`config.mk`:
```
export PLATFORM = sky130hd
export DESIGN_NAME = request_encoder_8_to_3
export DESIGN_NICKNAME = d
export VERILOG_FILES = /design/src/rtl/request_encoder_8_to_3.sv
export SDC_FILE = /design/constraint.sdc
export NUM_CORES = 1
export LEC_CHECK = 0
export BUFFER_PORTS_ARGS = -buffer_cell sky130_fd_sc_hd__buf_2
export CAP_MARGIN = 20
export CORE_ASPECT_RATIO = 1.2
export CORE_MARGIN = 5
export CORE_UTILIZATION = 45
export CTS_CLUSTER_SIZE = 8
export DETAILED_ROUTE_END_ITERATION = 6
export MAX_ROUTING_LAYER = met4
export PLACE_DENSITY = 0.73
export SLEW_MARGIN = 5
export SYNTH_ARGS = -nofsm -noshare
export SYNTH_HDL_FRONTEND = slang
export SYNTH_SLANG_ARGS = --single-unit
```
`constraint.sdc`:
```
create_clock -name clk -period 5.1 [get_ports clk]
set_clock_uncertainty 0.2 [all_clocks]
set_input_delay 0.765 -clock clk [delete_from_list [all_inputs] [get_ports clk]]
set_output_delay 0.765 -clock clk [all_outputs]
set_load 0.02 [all_outputs]
```
`src/rtl/request_encoder_8_to_3.sv`:
```
`timescale 1ns/1ps
`default_nettype none
// ============================================================================
// Module   : request_encoder_8_to_3
// Purpose  : Latches an 8-bit request vector and emits one 3-bit index per
//            accepted handshake, in priority order.
// Revision : 1.0 - initial release
// ============================================================================
module request_encoder_8_to_3 #(
    parameter bit MSB_FIRST = 1'b0
) (
    input  logic       clk,
    input  logic       reset,
    input  logic [7:0] req_in,
    input  logic       load,
    output logic [2:0] code,
    output logic       code_valid,
    input  logic       code_ready,
    output logic       busy,
    output logic       done,
    output logic       none,
    output logic [3:0] count
);

    typedef enum logic [0:0] {
        ST_IDLE = 1'b0,
        ST_SCAN = 1'b1
    } state_t;

    state_t     r_state;
    logic [7:0] r_pend;
    logic [3:0] r_count;
    logic       r_done;
    logic       r_none;

    logic [2:0] w_code;
    logic [7:0] w_pend_next;

    // Priority encoder over the pending set; pend is all-zero in IDLE, so code reads 0 there.
    generate
        if (MSB_FIRST) begin : g_msb_first
            always_comb begin
                w_code = 3'd0;
                for (int i = 0; i < 8; i++) begin
                    if (r_pend[i]) w_code = 3'(i);
                end
            end
        end else begin : g_lsb_first
            always_comb begin
                w_code = 3'd0;
                for (int i = 7; i >= 0; i--) begin
                    if (r_pend[i]) w_code = 3'(i);
                end
            end
        end
    endgenerate

    assign w_pend_next = r_pend & ~(8'd1 << w_code);

    always_ff @(posedge clk or posedge reset) begin
        if (reset) begin
            r_state <= ST_IDLE;
            r_pend  <= 8'd0;
            r_count <= 4'd0;
            r_done  <= 1'b0;
            r_none  <= 1'b0;
        end else begin
            r_done <= 1'b0;
            r_none <= 1'b0;
            case (r_state)
                ST_IDLE: begin
                    if (load) begin
                        r_count <= 4'd0;
                        if (req_in != 8'd0) begin
                            r_pend  <= req_in;
                            r_state <= ST_SCAN;
                        end else begin
                            r_none <= 1'b1;
                        end
                    end
                end
                ST_SCAN: begin
                    // Loads are ignored here, including on the final accept.
                    if (code_ready) begin
                        r_pend  <= w_pend_next;
                        r_count <= r_count + 4'd1;
                        if (w_pend_next == 8'd0) begin
                            r_state <= ST_IDLE;
                            r_done  <= 1'b1;
                        end
                    end
                end
                default: r_state <= ST_IDLE;
            endcase
        end
    end

    assign code       = w_code;
    assign code_valid = (r_state == ST_SCAN);
    assign busy       = (r_state == ST_SCAN);
    assign done       = r_done;
    assign none       = r_none;
    assign count      = r_count;

endmodule
`default_nettype wire

```
Word level (Yosys, flattened, before mapping). Cells that the tools add are included.

Register bits: 15. Output and inout bits: 11. Word-level logic and storage cells: 43.

Add/sub/neg operators: 1. Equal/unequal tests: 3. Shift operators: 1. Mux-type cells: 26. Bitwise gates (word level): 3. Reduce and logical (&&, ||, !) cells: 4.

Operators by type and width (number): $mux W3 (8); $mux W8 (3); $pmux W8 S2 (1); $mux W1 (10); $and A8 B8 Y8 (1); $logic_not A8 Y1 (1); $mux W4 (2); $not A8 Y8 (1); $pmux W4 S2 (1); $reduce_bool A8 Y1 (1); $shl A1 B3 Y8 const A (1); $ne A2 B2 Y1 const B (3); $add A4 B1 Y4 const B (1); $reduce_and A3 Y1 (1); $pmux W1 S2 (1); $reduce_and A2 Y1 (1); $not A1 Y1 (1).

Longest topological paths before layout. Gate-level depths: netlist of the first run.

Depth in word-level cells: 15. Mapped depth: 6. Mapped depth without buffers: 4.

Worst setup path before layout of the first run. OpenSTA, ideal clock, no wires.

Path kind: flip-flop to output port. Start point: register r_pend[1]. End point: output code[2]. Data arrival time: 1375 ps. Path slack: 2760 ps. Stages on the path, launching flop included: 5. Path through: dfrtp_1 > buf_6 > or4_1 > buf_2 > nor2_1.

Cells in the longest elaborated chain, start to end: 2.

Ends and longest elaborated chain: from (decl) (line 31) `logic [7:0] r_pend;`; from (signal assigned) (line 75) `r_pend <= req_in;`; from (signal assigned) (line 85) `r_pend <= w_pend_next;`; $mux W3 (2 in series) (line 52) `if (r_pend[i]) w_code = 3'(i);`; to (decl) (line 16) `output logic [2:0] code,`.

No other way between the ends.

Worst setup path in the final report of the first run.
Start point: register r_pend[3]. End point: output code[2].

Cells in the longest elaborated chain, start to end: 4.

Ends and longest elaborated chain (line): $mux W3 (4 in series) (52).

No other way between the ends.

==> results of run 1 <==
## metrics by stage
step                util [%]  power [W]  setup WS [ns]  instances
finish                  52.5   0.000648           2.44        127
global route            52.5   0.000703           2.33        127
CTS                     52.5   0.000649           2.45        127
detailed placement      50.9   0.000574           2.78        123
global placement        50.9   0.000563           2.80        123
floorplan                  -   0.000500           2.76         92
## state kept, by name, summed over array words and instances, names as in the netlist
name / flops
busy: 1
count: 4
done: 1
none: 1
r_pend: 8
## area by class of cell
| class | instances | area (um^2) | area share (%) |
|---|---|---|---|
| clock buffers | 3 | 22.5 | 2.34 |
| inverters | 3 | 11.3 | 1.17 |
| clock inverters | 1 | 7.51 | 0.781 |
| multi-input cells | 64 | 410 | 42.7 |
| repair buffers | 22 | 110 | 11.5 |
| flip-flops and latches | 15 | 375 | 39.1 |
| well taps | 19 | 23.8 | 2.47 |
## worst max-delay path, cell delays in order, from the launching register on
cell	delay [ns]
dfrtp_1	0.45
or4_1	0.64
nor2_1	0.14
buf_2	0.17
## worst paths after layout
check | slack (ns) | end | start | depth (start not counted)
setup / recovery | 2.44 | code[2] | r_pend[3]$_DFFE_PP0P_ | 3
hold / removal | 0.30 | done$_DFF_PP0_ | reset | 2
setup reg to reg | 3.08 | r_pend[6]$_DFFE_PP0P_ | busy$_DFF_PP0_ | 4
hold reg to reg | 0.32 | count[2]$_DFFE_PP0P_ | count[2]$_DFFE_PP0P_ | 1
max in group asynchronous | 4.03 | r_pend[2]$_DFFE_PP0P_ | reset | 2
min in group clk | 0.32 | count[2]$_DFFE_PP0P_ | count[2]$_DFFE_PP0P_ | 1
## layout by cell type, fill, tap and decap left out, types with 4 or more instances in the layout
cell type   n
buf_2      22
dfrtp_1    15
o21ai_0    10
a22o_1      7
nor2_1      7
nand2_1     5
a21oi_1     5
a211oi_1    4
## logic make-up after synthesis
group | share of synthesized area [%]
compound gates | 29.9
simple gates | 13.4
flops | 44.2
buf+inv | 7.37
mux | 2.51
xor+xnor | 1.03
fa+ha+maj | 1.47
## report_power, final
group / total [W] / internal, W / switching (W)
registers: 0.000251 / 0.000166 / 0.0000851
logic: 0.000324 / 0.000139 / 0.000185
clock network: 0.0000732 / 0.0000299 / 0.0000433
## routing by layer
layer | wire length (um) | vias up
li1 | - | 375
met2 | 1020 | 23
met1 | 838 | 374
met4 | 49 | 0
met5 | 0 | -
met3 | 87 | 7
==> metrics.txt, run 1 <==
FFs w/ async S/R, synth=100%; Starting DRT DRC Count=29; Most used DFF post-synth=dfrtp_1; Core Region=1830 um^2; Area Overhead vs Synth=13.3%; clock latency on the worst-skew pair=~0.30 ns; io pins=23; unrepaired setup endpoints after global routing=false; CTS tree=yes; first-pass GRT wire length=between 3000 and 4000 um; post-CTS setup buffers=0; Max Freq=0.376 GHz; post-detailed-route count of antenna-violating nets=0; met1 Track Usage GR=17.6%; Num CTS Buffers=3; gr busiest metal=met2; 1st-pass router iterations=4; Die ar.=roughly 2900 um^2; Mapped Area=848 um^2; initial core utilization=46.4%; Cells after Synth=just over 90; pwr/cell area=around 670 nW/um^2; M3 GR Usage=~3.4%; layout cell share with drive strength beyond 1=25.0%; HPWL after DPL=1470 um; placed instance area=931 um^2; flops & latches, synth=15; min cycle time layout=2.66 ns; worst slew pin tran=0.557 ns; Fin Setup TNS=0 ns; GRT Overall Usage=~15%; Worst Setup End Kind=output pin; Post-Syn Nets=around 110; area share of the largest cell type after synthesis=44.2%; setup violators final=0; via count=779; Chip Height=57.6 um; Synth Area per Inst=9.22 um^2; CP Launch Type=flop; nets=122; WHS=0.295 ns; Netlist cell types=32; initial antenna violation count=0; Commonest cells post-synth=dfrtp_1 (15), o21ai_0 (10), a22o_1 (7), nor2_1 (7), clkbuf_1 (6); CP arrival=1.69 ns; CP Class=flop to output pin; CTS H-tree lvls=1; number of gates resized after cts=0; largest net degree at the start of global routing=21; wire per inst=15.7 um; DRC viols=0; RePlAce Congestion=approximately 0.87; Post-synth EDFFs=0; met2 Track Usage GR=25.3%; Final Cycle Share=52.1%; count leader, synth=dfrtp_1; CP Max Fanout=6; Max VDD drop=0.250 mV; Worst Hold Class=input port to async pin; vias per cell=6.13; outcome=completed; root buf cell=clkbuf_4; Synth area leader=dfrtp_1; vias in the first global route=775; Slew Viols, Final=0; Final Cell Area=961 um^2; synthesis warning total=0; grt total ovfl=0; CTS clk-pin slew, worst paths=0.10 ns; WL final=1990 um; Max clock buf depth=2; sequential-to-total area share from yosys stat=~44%; Req. time, crit path=4.14 ns; Rel. slew slack=62.8%; hold_buf cts=0; largest cells by area after synthesis=dfrtp_1 (44%), a22o_1 (7.2%), o21ai_0 (5.9%), a211oi_1 (3.5%), nor2_1 (3.1%); Fillers=171; IO buf count=22; Inserted Diodes=0; std cell rows=17; die width=between 40 and 50 um; final hold vios=0; Leak=0.447 nW; Max Cap Viol=0; clk sink count=15
(Power assumes the default switching activity.)
==> run 2: changes to the inputs <==
PLACE_DENSITY = 0.76   (was 0.73)
clock period = 2.34 ns   (was 5.1 ns; I/O delays follow)
==> run 2 against run 1 <==
Cell count is 1.6% higher; setup slack worse by 2.3 ns; combinational power is 120% higher; critical path type unchanged; register-to-register slack worse by 2.7 ns; non-clock buffer count is 2 higher.
==> metrics.txt, run 2 (synthesis results as in run 1) <==
largest net degree at the start of global routing=16; CTS clk-pin slew, worst paths=0.09 ns; Worst Hold Class=input port to flop; Rel. slew slack=61.8%; Die ar.=2860 um^2; clock latency on the worst-skew pair=around 0.28 ns; vias per cell=between 6 and 7; post-detailed-route count of antenna-violating nets=0; most common cell after layout, fill and taps aside=buf_2; pre-CTS WS=0.383 ns; worst slew pin tran=around 0.57 ns; layout cell share with drive strength beyond 1=24.5%; vias in the first global route=741; CP Class=flop to output pin; std cell rows=17; final hold vios=0; DRC viols=0; Num CTS Buffers=3; initial antenna violation count=0; number of gates resized after cts=0; grt total ovfl=0; max reg flops=8; Req. time, crit path=1.79 ns; Leak=0.456 nW; CTS tree=yes; Final Cycle Share=between 90% and 100%; die width=49.6 um; CTS H-tree lvls=1; Max clock buf depth=2; IO buf count=22; unrepaired setup endpoints after global routing=false; Combinational Power Share=51.6%; io pins=23; most frequent cells in the layout=buf_2 (22), dfrtp_1 (15), o21ai_0 (10); clock power share=between 10% and 20%; setup violators final=0; CP Launch Type=flop; final setup margin=0.107 ns; sequential group share of total power=37.9%; Chip Height=about 58 um; switching power total=around 0.00066 W; first-pass GRT wire length=3250 um; min cycle time layout=around 2.2 ns; initial core utilization=~46%; outcome=completed; wire per inst=15.1 um; switching part of the total=47.1%; pwr/cell area=1430 nW/um^2; RePlAce Congestion=~0.89; Worst Setup End Kind=output pin; CP arrival=around 1.7 ns; nets=124; root buf cell=clkbuf_4; via count=784; Max Cap Viol=0; Fin Setup TNS=0 ns; Max VDD drop=~0.54 mV; CP Max Fanout=6; WL final=1950 um; Starting DRT DRC Count=24; Largest Register=r_pend; Slew Viols, Final=0; Max Freq=0.448 GHz; post-CTS setup buffers=0; 1st-pass router iterations=4; GRT Overall Usage=between 10 and 15%; Inserted Diodes=0; setup slack, reg-to-reg=around 0.37 ns; HPWL after DPL=1430 um; clk sink count=15; Core Region=1830 um^2; Internal=0.000740 W; Area Overhead vs Synth=14.9%
## run 2: cell count changes in the layout (fill, tap and decap cells not counted), sizes merged
cell | previous run | this run
clkinvlp | 1 | 0
clkbuf | 3 | 4
dlygate4sd3 | 0 | 1
buf | 22 | 23
## run 2: metrics by stage
stage / hold slack, ns / area, um^2 / total power [W] / std cells / util (%)
after global routing: 0.107 / 975 / 0.00152 / 129 / 53.3
after global placement: 0.229 / 938 / 0.00124 / 124 / 51.3
after CTS: 0.105 / 975 / 0.00140 / 129 / 53.3
after detailed placement: 0.229 / 938 / 0.00125 / 124 / 51.3
final: 0.114 / 975 / 0.00140 / 129 / 53.3
after floorplan: 0.0525 / 848 / 0.00109 / 92 / -
## run 2: routing by layer
metal | GRT usage [%] | part of all wire [%]
met1 | 17.5 | 44
met2 | 23.5 | 49
met3 | 3.39 | 5.4
met4 | 7.12 | 1.8
met5 | - | 0
## run 2: path summary, 6_finish.rpt
kind	startpoint	endpoint	cells after the start
min reg2reg	count[2]$_DFFE_PP0P_	count[2]$_DFFE_PP0P_	1
max reg2reg	r_pend[3]$_DFFE_PP0P_	r_pend[6]$_DFFE_PP0P_	3
min in group asynchronous	reset	done$_DFF_PP0_	3
min	req_in[4]	r_pend[4]$_DFFE_PP0P_	2
max in group asynchronous	reset	r_pend[1]$_DFFE_PP0P_	3
max	r_pend[3]$_DFFE_PP0P_	code[2]	3
## run 2: area by class of cell
class / count / area [um^2]
tap: 19 / 23.8
sequential: 15 / 375
timing repair buffer: 24 / 128
multi-input combinational: 64 / 410
fill: 178 / 855
inverter: 3 / 11.3
clock buffer: 4 / 26.3
## run 2: power groups by stage
stage | sequential (W) | clock (W) | combinational, W
4_1_cts | 0.000524 | 0.000152 | 0.000726
3_3_place_gp | 0.000523 | 0 | 0.000722
3_5_place_dp | 0.000531 | 0 | 0.000723
5_1_grt | 0.000548 | 0.000163 | 0.000810
6_report | 0.000530 | 0.000147 | 0.000722
2_1_floorplan | 0.000494 | 0 | 0.000596
## run 2: critical path, cell delays in order, from the launching register on
cell and delay (ns):
dfrtp_1 0.44, or4_1 0.64, nor2_1 0.15, buf_2 0.17
## run 2: repair_timing
action                                  CTS  global route
endpoints found under the setup margin    0             0
hold endpoints to repair                 15             0
hold buffers                              1             0
